<file path="config.mk">
export PLATFORM = sky130hd
export DESIGN_NAME = float_sample_drain
export DESIGN_NICKNAME = d
export VERILOG_FILES = /design/src/rtl/float_sample_drain_pkg.sv /design/src/rtl/float_sample_drain_float_to_fixed.sv /design/src/rtl/float_sample_drain.sv
export SDC_FILE = /design/constraint.sdc
export NUM_CORES = 1
export LEC_CHECK = 0
export ABC_AREA = 1
export CAP_MARGIN = 40
export CORE_ASPECT_RATIO = 1.4
export CORE_MARGIN = 4
export CORE_UTILIZATION = 37
export DETAILED_ROUTE_END_ITERATION = 10
export MAX_ROUTING_LAYER = met4
export PLACE_DENSITY = 0.64
export SLEW_MARGIN = 20
export SYNTH_ARGS = -nofsm -noshare
export SYNTH_HDL_FRONTEND = slang
export SYNTH_SLANG_ARGS = --single-unit
</file>
<file path="constraint.sdc">
create_clock -name clk -period 7 [get_ports clk]
set_input_delay 1.75 -clock clk [delete_from_list [all_inputs] [get_ports clk]]
set_output_delay 1.75 -clock clk [all_outputs]
set_load 0.01 [all_outputs]
</file>
<file path="src/rtl/float_sample_drain_pkg.sv">
// ---------------------------------------------------------------------------
// float_sample_drain_pkg
//   Shared types and constants for the batch filter's output drain.
//   floatType    : IEEE-754 single-precision layout (sign/exp/mant)
//   FLT_EXP_W, FLT_MANT_W, FLT_EXP_BIAS : field widths and exponent bias
//   FLT_W        : total width of floatType
//   fix_limit()  : largest magnitude a signed fixed-point word of a given
//                  width can hold for the requested sign
// ---------------------------------------------------------------------------
package float_sample_drain_pkg;

    localparam int FLT_EXP_W    = 8;
    localparam int FLT_MANT_W   = 23;
    localparam int FLT_EXP_BIAS = 127;
    localparam int FLT_W        = 1 + FLT_EXP_W + FLT_MANT_W;

    typedef struct packed {
        logic                  sign;
        logic [FLT_EXP_W-1:0]  exp;
        logic [FLT_MANT_W-1:0] mant;
    } floatType;

    // Negative words reach one further than positive ones (two's complement).
    function automatic logic [63:0] fix_limit(input int out_w, input logic neg);
        logic [63:0] base_v;
        base_v = 64'd1 << (out_w - 1);
        if (neg) begin
            fix_limit = base_v;
        end else begin
            fix_limit = base_v - 64'd1;
        end
    endfunction

endpackage

</file>
<file path="src/rtl/float_sample_drain_float_to_fixed.sv">
// ---------------------------------------------------------------------------
// float_to_fixed
//   Combinational floatType -> saturated signed fixed point (OUT_W bits,
//   FRAC fractional bits).
//   f     : input float sample
//   value : converted two's-complement word
//   sat   : conversion saturated, or the input was Inf/NaN
// Build option: DRAIN_ROUND_EN selects round-half-away-from-zero instead of
// truncation toward zero.
// ---------------------------------------------------------------------------
module float_to_fixed
    import float_sample_drain_pkg::*;
#(
    parameter int OUT_W = 16,
    parameter int FRAC  = 8
) (
    input  floatType         f,
    output logic [OUT_W-1:0] value,
    output logic             sat
);

    localparam logic [OUT_W-1:0] POS_MAX = {1'b0, {(OUT_W-1){1'b1}}};
    localparam logic [OUT_W-1:0] NEG_MIN = {1'b1, {(OUT_W-1){1'b0}}};
    localparam logic [OUT_W-1:0] ONE_W   = {{(OUT_W-1){1'b0}}, 1'b1};

    logic [63:0] sig_s;
    logic [63:0] mag_s;
    logic        ovf_s;
    int          sh_s;
    int          rsh_s;

    // Classify the input, scale the significand by 2^(exp-BIAS+FRAC) and clamp.
    always_comb begin
        value = {OUT_W{1'b0}};
        sat   = 1'b0;
        mag_s = 64'd0;
        ovf_s = 1'b0;
        rsh_s = 0;
        sig_s = {{(64-FLT_MANT_W-1){1'b0}}, 1'b1, f.mant};
        // Net left shift of the integer significand {1,mant}.
        sh_s  = int'(f.exp) - FLT_EXP_BIAS - FLT_MANT_W + FRAC;

        if (f.exp == {FLT_EXP_W{1'b0}}) begin
            // zero and denormals flush to zero
            value = {OUT_W{1'b0}};
        end else if (f.exp == {FLT_EXP_W{1'b1}}) begin
            sat = 1'b1;
            if (f.mant == {FLT_MANT_W{1'b0}}) begin
                value = f.sign ? NEG_MIN : POS_MAX;
            end else begin
                value = {OUT_W{1'b0}};
            end
        end else begin
            if (sh_s >= OUT_W) begin
                // significand >= 1, so the result is at least 2^OUT_W
                ovf_s = 1'b1;
            end else if (sh_s >= 0) begin
                mag_s = sig_s << sh_s;
            end else if (sh_s < -(FLT_MANT_W + 2)) begin
                // below half an LSB even after rounding
                mag_s = 64'd0;
            end else begin
                rsh_s = -sh_s;
`ifdef DRAIN_ROUND_EN
                mag_s = (sig_s + (64'd1 << (rsh_s - 1))) >> rsh_s;
`else
                mag_s = sig_s >> rsh_s;
`endif
            end

            if (ovf_s || (mag_s > fix_limit(OUT_W, f.sign))) begin
                sat   = 1'b1;
                value = f.sign ? NEG_MIN : POS_MAX;
            end else if (f.sign) begin
                value = ~mag_s[OUT_W-1:0] + ONE_W;
            end else begin
                value = mag_s[OUT_W-1:0];
            end
        end
    end

endmodule

</file>
<file path="src/rtl/float_sample_drain.sv">
// ---------------------------------------------------------------------------
// float_sample_drain
//   Decimates the batch filter's float result stream, converts kept samples
//   to saturated fixed point and queues them in a first-word-fall-through
//   FIFO for a valid/ready consumer.
//   clk, rst   : clock, synchronous active-high reset
//   in         : float sample (floatType bits), in_valid qualifies it
//   out_data   : head-of-FIFO word, out_valid when FIFO not empty
//   out_ready  : consumer pops on out_valid & out_ready
//   overflow   : sticky, a kept sample was dropped on a full FIFO
//   sat        : sticky, a conversion saturated or saw Inf/NaN
//   level      : FIFO occupancy
// Build option: DRAIN_ROUND_EN (see float_to_fixed) changes rounding only.
// ---------------------------------------------------------------------------
module float_sample_drain
    import float_sample_drain_pkg::*;
#(
    parameter int DECIM      = 4,
    parameter int OUT_W      = 16,
    parameter int FRAC       = 8,
    parameter int FIFO_DEPTH = 8
) (
    input  logic                          clk,
    input  logic                          rst,
    input  logic [FLT_W-1:0]              in,
    input  logic                          in_valid,
    output logic [OUT_W-1:0]              out_data,
    output logic                          out_valid,
    input  logic                          out_ready,
    output logic                          overflow,
    output logic                          sat,
    output logic [$clog2(FIFO_DEPTH):0]   level
);

    localparam int PW = (DECIM > 1) ? $clog2(DECIM) : 1;
    localparam int AW = $clog2(FIFO_DEPTH);
    localparam int LW = AW + 1;

    floatType          in_f_s;
    logic [OUT_W-1:0]  conv_value_s;
    logic              conv_sat_s;

    logic [PW-1:0]     phase_r;
    logic              conv_valid_r;
    logic [OUT_W-1:0]  conv_data_r;
    logic [OUT_W-1:0]  mem_r [FIFO_DEPTH];
    logic [AW-1:0]     wr_ptr_r;
    logic [AW-1:0]     rd_ptr_r;
    logic [LW-1:0]     level_r;
    logic              out_valid_r;
    logic [OUT_W-1:0]  out_data_r;
    logic              overflow_r;
    logic              sat_r;

    logic              keep_s;
    logic              pop_s;
    logic              full_s;
    logic              push_s;
    logic              drop_s;
    logic [AW-1:0]     next_rd_s;
    logic [LW-1:0]     next_level_s;
    logic [OUT_W-1:0]  next_head_s;

    assign in_f_s = in;

    float_to_fixed #(
        .OUT_W (OUT_W),
        .FRAC  (FRAC)
    ) u_conv (
        .f     (in_f_s),
        .value (conv_value_s),
        .sat   (conv_sat_s)
    );

    // FIFO control and the head word that will be visible after this edge.
    always_comb begin
        keep_s  = in_valid && (phase_r == {PW{1'b0}});
        pop_s   = out_valid_r && out_ready;
        full_s  = (level_r == LW'(FIFO_DEPTH));
        push_s  = conv_valid_r && (!full_s || pop_s);
        drop_s  = conv_valid_r && full_s && !pop_s;

        if (pop_s) begin
            next_rd_s = rd_ptr_r + AW'(1);
        end else begin
            next_rd_s = rd_ptr_r;
        end

        case ({push_s, pop_s})
            2'b10:   next_level_s = level_r + LW'(1);
            2'b01:   next_level_s = level_r - LW'(1);
            default: next_level_s = level_r;
        endcase

        // The new head may be the word being written on this very edge.
        if (push_s && (wr_ptr_r == next_rd_s)) begin
            next_head_s = conv_data_r;
        end else begin
            next_head_s = mem_r[next_rd_s];
        end
    end

    // Phase counter, conversion stage, FIFO pointers, registered outputs, flags.
    always_ff @(posedge clk) begin
        if (rst) begin
            phase_r      <= {PW{1'b0}};
            conv_valid_r <= 1'b0;
            conv_data_r  <= {OUT_W{1'b0}};
            wr_ptr_r     <= {AW{1'b0}};
            rd_ptr_r     <= {AW{1'b0}};
            level_r      <= {LW{1'b0}};
            out_valid_r  <= 1'b0;
            out_data_r   <= {OUT_W{1'b0}};
            overflow_r   <= 1'b0;
            sat_r        <= 1'b0;
        end else begin
            if (in_valid) begin
                if (phase_r == PW'(DECIM - 1)) begin
                    phase_r <= {PW{1'b0}};
                end else begin
                    phase_r <= phase_r + PW'(1);
                end
            end
            conv_valid_r <= keep_s;
            if (keep_s) begin
                conv_data_r <= conv_value_s;
            end
            if (push_s) begin
                wr_ptr_r <= wr_ptr_r + AW'(1);
            end
            rd_ptr_r    <= next_rd_s;
            level_r     <= next_level_s;
            out_valid_r <= (next_level_s != {LW{1'b0}});
            out_data_r  <= (next_level_s != {LW{1'b0}}) ? next_head_s : {OUT_W{1'b0}};
            overflow_r  <= overflow_r | drop_s;
            sat_r       <= sat_r | (keep_s & conv_sat_s);
        end
    end

    // FIFO storage; contents are don't-care until written, so no reset.
    always_ff @(posedge clk) begin
        if (push_s) begin
            mem_r[wr_ptr_r] <= conv_data_r;
        end
    end

    assign out_data  = out_data_r;
    assign out_valid = out_valid_r;
    assign overflow  = overflow_r;
    assign sat       = sat_r;
    assign level     = level_r;

endmodule

</file>
==> results of run 1 <==
power groups by stage:
| stage | clock, mW | sequential (mW) | combinational, mW |
|---|---|---|---|
| after detailed placement | 0 | 1.27 | 1.16 |
| final | 0.907 | 1.24 | 1.25 |
| after global routing | 0.970 | 1.25 | 1.38 |
| after CTS | 0.919 | 1.24 | 1.19 |
| after global placement | 0 | 1.26 | 1.14 |
| after floorplan | 0 | 1.27 | 0.662 |
through the flow:
stage                     power [mW]  std cells  instance area (µm²)  worst slack (ps)  TNS (ps)
after floorplan                1.933       1797                12660             1.405         0
after global placement         2.399       2485                15450            -911.7    -14900
after CTS                      3.355       2534                16470             28.59         0
after global routing           3.595       2551                17170            -20.55    -42.99
after detailed placement       2.431       2488                15510            -944.6    -15070
final                          3.396       2551                17170             251.5         0
state kept, by name (all words and copies together), names as in the netlist:
register and flops:
conv_data_r 16, sat 1, rd_ptr_r 3, out_data 16
mem_r 128, conv_valid_r 1, wr_ptr_r 3, out_valid 1
phase_r 2, overflow 1, level 4
layout make-up:
cell class / count / share of cell area (%)
Clock inverter: 11 / 0.5175
Clock buffer: 21 / 2.813
Sequential cell: 176 / 27.99
Timing Repair Buffer: 353 / 17.68
Multi-Input combinational cell: 1380 / 44.08
Inverter: 165 / 3.680
Tap cell: 445 / 3.243
worst max-delay path: cells and delay by family:
kind            cells  cell delay (ps)
simple gates       27             2810
buf+inv            13             1480
fa+ha+maj           3              540
compound gates      3              420
layer usage:
layer | vias up | share of wire (%) | GRT usage [%]
met3 | 105 | 3.8 | 1.808
met2 | 419 | 54 | 42.85
li1 | 6646 | - | -
met1 | 6273 | 38 | 25.16
met5 | - | 0 | -
met4 | 0 | 4.1 | 9.096
cells by family (layout without fill, tap and decap cells):
| kind of cell | count (synthesis) | after routing | synth area share [%] |
|---|---|---|---|
| buffers and inverters | 241 | 550 | 7.854 |
| XOR/XNOR | 12 | 12 | 0.8351 |
| flip-flops | 176 | 176 | 38.17 |
| adder cells (fa/ha/maj) | 35 | 35 | 3.539 |
| AO/OA/AOI/OAI | 305 | 305 | 13.04 |
| AND/OR/NAND/NOR | 1028 | 1028 | 36.55 |
cell usage after synthesis (26+ instances only):
library cell	instances	area share (%)
nand2_1	509	15
nor2_1	231	6.9
o21ai_0	154	6.1
inv_1	149	4.4
nand3_1	143	5.7
edfxtp_1	128	31
a21oi_1	74	2.9
nand4_1	59	2.9
dfxtp_1	48	7.6
clkbuf_1	35	1.0
ha_1	34	3.4
o22ai_1	31	1.5
buf_2	26	1.0
repair_timing:
item | in CTS | in global routing
resized for setup | 66 | 172
pin swaps | 26 | 67
setup endpoints to repair | 17 | 17
setup buffers | 12 | 14
cloned | 2 | 3
worst max-delay path by stage:
stage / to / slack, ps / from / depth (start not counted)
2_1_floorplan: conv_data_r[12]$_SDFFE_PP0P_ / 1 / in[23] / 52
3_3_place_gp: conv_data_r[1]$_SDFFE_PP0P_ / -910 / in[24] / 38
3_5_place_dp: conv_data_r[15]$_SDFFE_PP0P_ / -940 / in[24] / 46
4_1_cts: conv_data_r[15]$_SDFFE_PP0P_ / 30 / in[25] / 50
5_1_grt: conv_data_r[11]$_SDFFE_PP0P_ / -20 / in[24] / 50
6_report: conv_data_r[15]$_SDFFE_PP0P_ / 250 / in[23] / 46
==> results.toml, run 1 <==
[floorplanning]
rows = 79
start_util_pct = 37.67
die_w_um = 163.9
io_pins = 59
dieArea_um2 = 37070
core_um2 = 33410
die_y_um = 226.2

[yosys]
synth_edf_count = 128
syn_inst = 1797
syn_nets = 1868
synth_area_um2 = 12590
synth-warning-count = 0
yosysSeqAreaShare_pct = 38.17
synth_ff_type = "edfxtp_1"
yosys.cell_types.count = 50
avgSynthCellArea_um2 = 7.004
async_flop_share_pct = 0
synth_seq_cells = 176

[grt]
first_global_vias = 12990
grt_max_degree = 66
antenna_found_initial = 0
groute.usage.overall_pct = 23.00
grt-ovfl-total = 0
grt_pass1_wl_um = 66210

[sta]
max_slew_margin_pct = 57.71
setup_viol = 0
clock-skew-final_ps = 7.381
final-hold-violation-count = 0
slew_violations = 0
min_period_ps = 6749
timing.fmax_mhz = 148.2
finalCritPeriodShare_pct = 96.41
whs_ps = 450.8
tightestPinTransition_ps = 634.4

[critical_path]
r2r_end = "out_data[5]$_SDFF_PP0_"
critPathSlowestCell = "nor2_4"
cp_common_cell = "nand2_1"
cp-end-kind = "register"
worstPathArrival_ps = 7050
rr_startpoint = "level[1]$_SDFF_PP0_"
crit_fanout = 9
r2r_setup_slack_ps = 3830
crit_path_start_kind = "primary input"
crit_type = "in -> reg"
worstPathRequired_ps = 7300
reg2regPathDepth = 14
critPathMaxStageDelay_ps = 290

[worst_hold_path]
holdPathEnd = "overflow$_SDFF_PP0_"
holdPathStages = 2
hold_path_class = "reg -> reg"
hold_start = "overflow$_SDFF_PP0_"

[route]
drc = 0
via_per_inst = 5.270
ant_nets = 0
wl_per_cell_um = 16.71
vias = 13440
first_pass_iters = 6
first_iter_violations = 901
wl_um = 42630

[clock_network]
cts.clk_slew.worst_paths_ps = 70
cts-root-buf = "clkbuf_16"
cts_max_path_buffers = 2
ctsHtreeMaxLevel = 4
clock-sinks = 176
worstSkewPairLatency_ps = 420
hold_buffers = 0
cts_buffers = 17
cts_tree = "built"

[finish]
seqCellArea_um2 = 4805
final_cell_mix = "nand2_1 (457), buf_4 (271), nor2_1 (204)"
diodes = 0
fillers = 3323
fin_util_pct = 51.39
multi_input_area_um2 = 7567
syn2layout_area_growth_pct = 36.41
drive_above_1_share_pct = 26.97
mostFrequentLayoutCell = "nand2_1"
num-nets-final = 2164

[outcome]
status = "completed"

[place]
hpwl_um = 31540
portBuffers = 58
place_congestion = 0.9688

[pwr]
cellLeakagePower_nw = 7.417
power.share.clock_pct = 26.7
intPower_mw = 2.207
comb_power_share_pct = 36.7
vdd_ir_drop_max_mv = 0.2017
p_seq_share_pct = 36.6
cellPowerDensity_nw_per_um2 = 197.8
p_sw_share_pct = 35.01
p_switching_mw = 1.189

[job]
max_cap_violations = 0
Note: power is estimated with default switching activity, not from simulation.
==> run 2, diff against run 1 <==
--- a/config.mk
+++ b/config.mk
@@ -16,4 +16,5 @@
 export SLEW_MARGIN = 20
 export SYNTH_ARGS = -nofsm -noshare
 export SYNTH_HDL_FRONTEND = slang
+export SYNTH_HIERARCHICAL = 1
 export SYNTH_SLANG_ARGS = --single-unit
==> run 2 against run 1 <==
Compared with the run above:
- combinational power is 6% lower
- register-to-register slack better by 380 ps
- power is 2.0% lower
- clock power is 0.4% lower
- critical path type unchanged
==> results.toml, run 2 <==
[route]
drc = 0
via_per_inst = 5.259
vias = 11000
ant_nets = 0
wl_per_cell_um = 16.18
wl_um = 33830
first_pass_iters = 7
first_iter_violations = 684

[yosys]
async_flop_share_pct = 0
yosysSeqAreaShare_pct = 41.81
synthTopCellsByArea = "edfxtp_1 (33%), nand2_1 (15%), nand3_1 (10%)"
synth_area_um2 = 11490
avgSynthCellArea_um2 = 7.438
yosysMostFrequentCell = "nand2_1"
yosys.cell_types.count = 52
syn_nets = 1610
synth_ff_type = "edfxtp_1"
synth_common_cells = "nand2_1 (465), nand3_1 (237), edfxtp_1 (128), nor2_1 (125), inv_1 (110)"
synth_seq_cells = 176
synth_edf_count = 128
synth_top_area_cell = "edfxtp_1"
yosysTopAreaCellShare_pct = 33.45
synth-warning-count = 6
syn_inst = 1545

[critical_path]
critPathSlowestCell = "ha_4"
cp-end-kind = "register"
crit_path_start_kind = "primary input"
worstPathRequired_ps = 7300
critPathMaxStageDelay_ps = 290
reg2regPathDepth = 10
crit_fanout = 15
r2r_end = "out_data[3]$_SDFF_PP0_"
crit_type = "in -> reg"
r2r_setup_slack_ps = 4210
rr_startpoint = "rd_ptr_r[0]$_SDFF_PP0_"
cp_common_cell = "nand2_1"
worstPathArrival_ps = 6900

[finish]
multi_input_area_um2 = 6142
fillers = 3003
seqCellArea_um2 = 4805
diodes = 0
regMostFlops = "mem_r"
num-nets-final = 1753
syn2layout_area_growth_pct = 23.27
final_cell_mix = "nand2_1 (447), nand3_1 (219), buf_4 (135)"
mostFrequentLayoutCell = "nand2_1"
fin_util_pct = 46.12
drive_above_1_share_pct = 19.87
largest_reg_flops = 128

[clock_network]
cts.clk_slew.worst_paths_ps = 70
cts_buffers = 17
cts_max_path_buffers = 2
cts-root-buf = "clkbuf_16"
worstSkewPairLatency_ps = 420
ctsHtreeMaxLevel = 4
cts_tree = "built"
clock-sinks = 176

[worst_hold_path]
holdPathStages = 2
hold_start = "overflow$_SDFF_PP0_"
holdPathEnd = "overflow$_SDFF_PP0_"
hold_path_class = "reg -> reg"

[floorplanning]
io_pins = 59
die_y_um = 216.5
dieArea_um2 = 33980
core_um2 = 30710
start_util_pct = 37.41
rows = 76
die_w_um = 156.9

[pwr]
cellPowerDensity_nw_per_um2 = 234.9
vdd_ir_drop_max_mv = 0.1745
p_switching_mw = 1.214
comb_power_share_pct = 35.5
power.total_mw = 3.327
p_sw_share_pct = 36.47
power.share.clock_pct = 27.1
p_seq_share_pct = 37.4
intPower_mw = 2.114
cellLeakagePower_nw = 6.112

[sta]
slew_violations = 0
tightestPinTransition_ps = 780.4
clock-skew-final_ps = 8.424
finalCritPeriodShare_pct = 94.30
timing.fmax_mhz = 151.5
max_slew_margin_pct = 47.65
min_period_ps = 6601
setup_viol = 0
final-hold-violation-count = 0

[place]
hpwl_um = 24570
place_congestion = 0.9577
portBuffers = 58

[grt]
grt_pass1_wl_um = 53650
antenna_found_initial = 0
grt_max_degree = 65
first_global_vias = 10710
grt-ovfl-total = 0
groute.usage.overall_pct = 20.33

[job]
max_cap_violations = 0

[outcome]
status = "completed"
[run 2: cell type report]
cell class                 instances  area share, %
sequential                       176          33.92
timing repair buffer             196          11.56
clock buffer                      18          3.030
multi-input combinational       1166          43.36
tap                              390          3.445
clock inverter                    14          1.016
inverter                         131          3.666
[run 2: power by group through the flow]
stage / Sequential, mW / Combinational, mW / Clock [mW]
after detailed placement: 1.27 / 1.16 / 0
final: 1.24 / 1.18 / 0.903
after global routing: 1.25 / 1.32 / 0.953
after CTS: 1.24 / 1.17 / 0.913
after global placement: 1.26 / 1.14 / 0
after floorplan: 1.28 / 0.763 / 0
[run 2: cells by family after synthesis]
group	Yosys count	share of synthesized area [%]
AOI/OAI and AO/OA	173	8.591
xor gates and xnor gates	14	1.296
adders and majority gates	29	3.158
buffers and inverters	203	7.578
DFF	176	41.81
muxes	1	0.08711
and+or+nand+nor	949	37.48
[run 2: timing repair]
item                                    4_1_cts  5_1_grt
endpoints found under the setup margin       15       17
hold buffers                                  0        0
cloned                                        1        0
gates resized for setup                      11       69
buffers inserted                              1        4
pin swaps                                     2       32
[run 2: worst max path at each step]
stage	start	endpoint	slack, ps
floorplan	in[23]	conv_data_r[0]$_SDFFE_PP0P_	-30
global placement	in[24]	conv_data_r[2]$_SDFFE_PP0P_	-450
detailed placement	in[24]	conv_data_r[1]$_SDFFE_PP0P_	-570
CTS	in[25]	conv_data_r[2]$_SDFFE_PP0P_	70
global route	in[24]	conv_data_r[1]$_SDFFE_PP0P_	-80
finish	in[24]	conv_data_r[2]$_SDFFE_PP0P_	400
[run 2: layer usage]
layer / GRT usage (%) / routed length (µm) / part of all wire (%) / vias up
met5: - / 0 / 0 / -
met4: 11.69 / 2173 / 6.4 / 0
met3: 2.038 / 1448 / 4.3 / 124
met2: 36.09 / 17430 / 52 / 358
met1: 21.76 / 12770 / 38 / 5016
li1: - / - / - / 5499
[run 2: critical path, delay by kind of cell]
family                   cells  cell delay, ps
adder cells (fa/ha/maj)      3             680
AND/OR/NAND/NOR             33            3290
buffers and inverters        8             550
AO/OA/AOI/OAI                4             610
[run 2: through the flow]
stage	instance area [µm²]	TNS [ps]	hold WS, ps	cells	setup WS [ps]
after detailed placement	13290	-8491	460.1	2053	-567.3
after global routing	14160	-520.9	491.7	2091	-79.13
after floorplan	11650	-197.7	451.2	1545	-29.99
after global placement	13260	-6414	442.4	2051	-449.2
after CTS	13910	0	469.5	2087	74.25
final	14160	0	463.7	2091	398.9
==> run 3, diff against run 2 <==
--- a/config.mk
+++ b/config.mk
@@ -11,6 +11,8 @@
 export CORE_MARGIN = 4
 export CORE_UTILIZATION = 37
 export DETAILED_ROUTE_END_ITERATION = 10
+export GPL_ROUTABILITY_DRIVEN = 0
+export GPL_TIMING_DRIVEN = 0
 export MAX_ROUTING_LAYER = met4
 export PLACE_DENSITY = 0.64
 export SLEW_MARGIN = 20
==> run 3 against run 2 <==
Compared with the run above:
- the flow now finishes with violations (negative setup slack)
- via count grew 1.3%
- combinational power grew 7%
- non-clock buffer count shrank 14
- power grew 5.0%
- critical path type unchanged
- largest cell class unchanged
==> results.toml, run 3 (synthesized netlist as in run 2, its figures left out) <==
[clock_network]
cts-root-buf = "clkbuf_16"
clock-sinks = 176
cts_max_path_buffers = 2
worstSkewPairLatency_ps = 430
cts.clk_slew.worst_paths_ps = 70
cts_tree = "built"
hold_buffers = 0
cts_buffers = 17
ctsHtreeMaxLevel = 4

[sta]
fin_tns_setup_ps = -57.46
setup_viol = 4
rsz0062_at_grt = "true"
finalCritPeriodShare_pct = 100.5
clock-skew-final_ps = 8.128
fin_ws_ps = -37.18
timing.fmax_mhz = 142.1
final-hold-violation-count = 0
max_slew_margin_pct = 27.35
tightestPinTransition_ps = 1086
min_period_ps = 7037
slew_violations = 0

[outcome]
status = "complete, but fails checks"
failed_checks = "negative setup slack"

[route]
via_per_inst = 5.361
vias = 11140
drc = 0
ant_nets = 0
first_pass_iters = 6
wl_um = 36390
first_iter_violations = 880
wl_per_cell_um = 17.51

[finish]
num-nets-final = 1739
syn2layout_area_growth_pct = 24.53
drive_above_1_share_pct = 19.80
instances_no_fill = 2078
final_cell_mix = "nand2_1 (433), nand3_1 (216), edfxtp_1 (128)"
largest_reg_flops = 128
mostFrequentLayoutCell = "nand2_1"
regMostFlops = "mem_r"
fin_util_pct = 46.59

[grt]
first_global_vias = 10740
grt-ovfl-total = 0
grt_pass1_wl_um = 56150
groute.usage.overall_pct = 21.59
antenna_found_initial = 0
grt_max_degree = 18

[floorplanning]
start_util_pct = 37.41
core_um2 = 30710
io_pins = 59
die_w_um = 156.9
die_y_um = 216.5
dieArea_um2 = 33980
rows = 76

[critical_path]
crit_path_start_kind = "primary input"
crit_type = "in -> reg"
worstPathArrival_ps = 7340
crit_fanout = 5
cp-end-kind = "register"
worstPathRequired_ps = 7310
critPathSlowestCell = "ha_4"
critPathMaxStageDelay_ps = 300

[job]
max_cap_violations = 0

[place]
hpwl_um = 27600
post-place-ws_ps = -1915
placed_cells_incl_taps = 2001
portBuffers = 57

[worst_hold_path]
hold_path_class = "reg -> reg"

[pwr]
power.total_mw = 3.492
cellLeakagePower_nw = 5.980
cellPowerDensity_nw_per_um2 = 244.0
vdd_ir_drop_max_mv = 0.1763
==> run 3: cell count changes in the layout (fill, tap and decap cells not counted), sizes merged, moves of 2 or more <==
cell          change
clkbuf           +27
clkinvlp          -2
buf              -42
bufinv            +3
inv               -3
dlymetal6s2s      -2
clkinv            +3
==> run 3: final cells by class <==
| class | instances | area [µm²] |
|---|---|---|
| tap | 390 | 488.0 |
| buffer | 69 | 402.9 |
| clock inverter | 15 | 183.9 |
| sequential | 176 | 4805 |
| antenna | 1 | 2.502 |
| timing repair buffer | 113 | 1080 |
| inverter | 131 | 521.8 |
| clock buffer | 17 | 425.4 |
| multi-input combinational | 1166 | 6401 |
| fill | 3022 | 16400 |
==> run 3: layer usage <==
metal	vias to the layer above	track usage, %	wire length [µm]	share of wire, %
met5	-	-	0	0
met4	0	11.64	2178	6.0
met3	113	2.477	1422	3.9
met2	394	39.73	19490	54
met1	5161	22.03	13300	37
li1	5472	-	-	-
==> run 3: path summary, 6_finish.rpt <==
kind	start	endpoint	slack (ps)	cells past startpoint
worst min-delay path	overflow$_SDFF_PP0_	overflow$_SDFF_PP0_	450	2
worst max register to register	out_valid$_SDFF_PP0_	mem_r[2][11]$_DFFE_PP_	4000	8
worst max-delay path	in[23]	conv_data_r[15]$_SDFFE_PP0P_	-40	52
worst min register to register	overflow$_SDFF_PP0_	overflow$_SDFF_PP0_	450	2
==> run 3: repair_timing <==
| item | 4_1_cts | 5_1_grt |
|---|---|---|
| pin swaps | 28 | 66 |
| buffers inserted | 24 | 20 |
| setup endpoints to repair | 17 | 17 |
| gates cloned | 3 | 0 |
| resized for setup | 50 | 94 |
==> run 3: critical path, delay by kind of cell <==
kind	cells	cell delay, ps
simple gates	32	3280
fa+ha+maj	3	680
buf+inv	13	1070
compound gates	4	530
==> run 3: where the power goes <==
group / leakage (nW) / internal [mW] / switching [mW] / total [mW]
clock network: 0.298 / 0.568 / 0.413 / 0.981
registers: 1.57 / 1.20 / 0.0513 / 1.25
logic: 4.11 / 0.453 / 0.808 / 1.26
total: 5.98 / 2.22 / 1.27 / 3.49
==> run 3: metrics by stage <==
stage | cell area, µm² | hold slack (ps)
global placement | 12710 | 446.8
finish | 14310 | 453.9
CTS | 13820 | 456.3
global route | 14310 | 503.6
floorplan | 11650 | 451.2
detailed placement | 12840 | 446.0
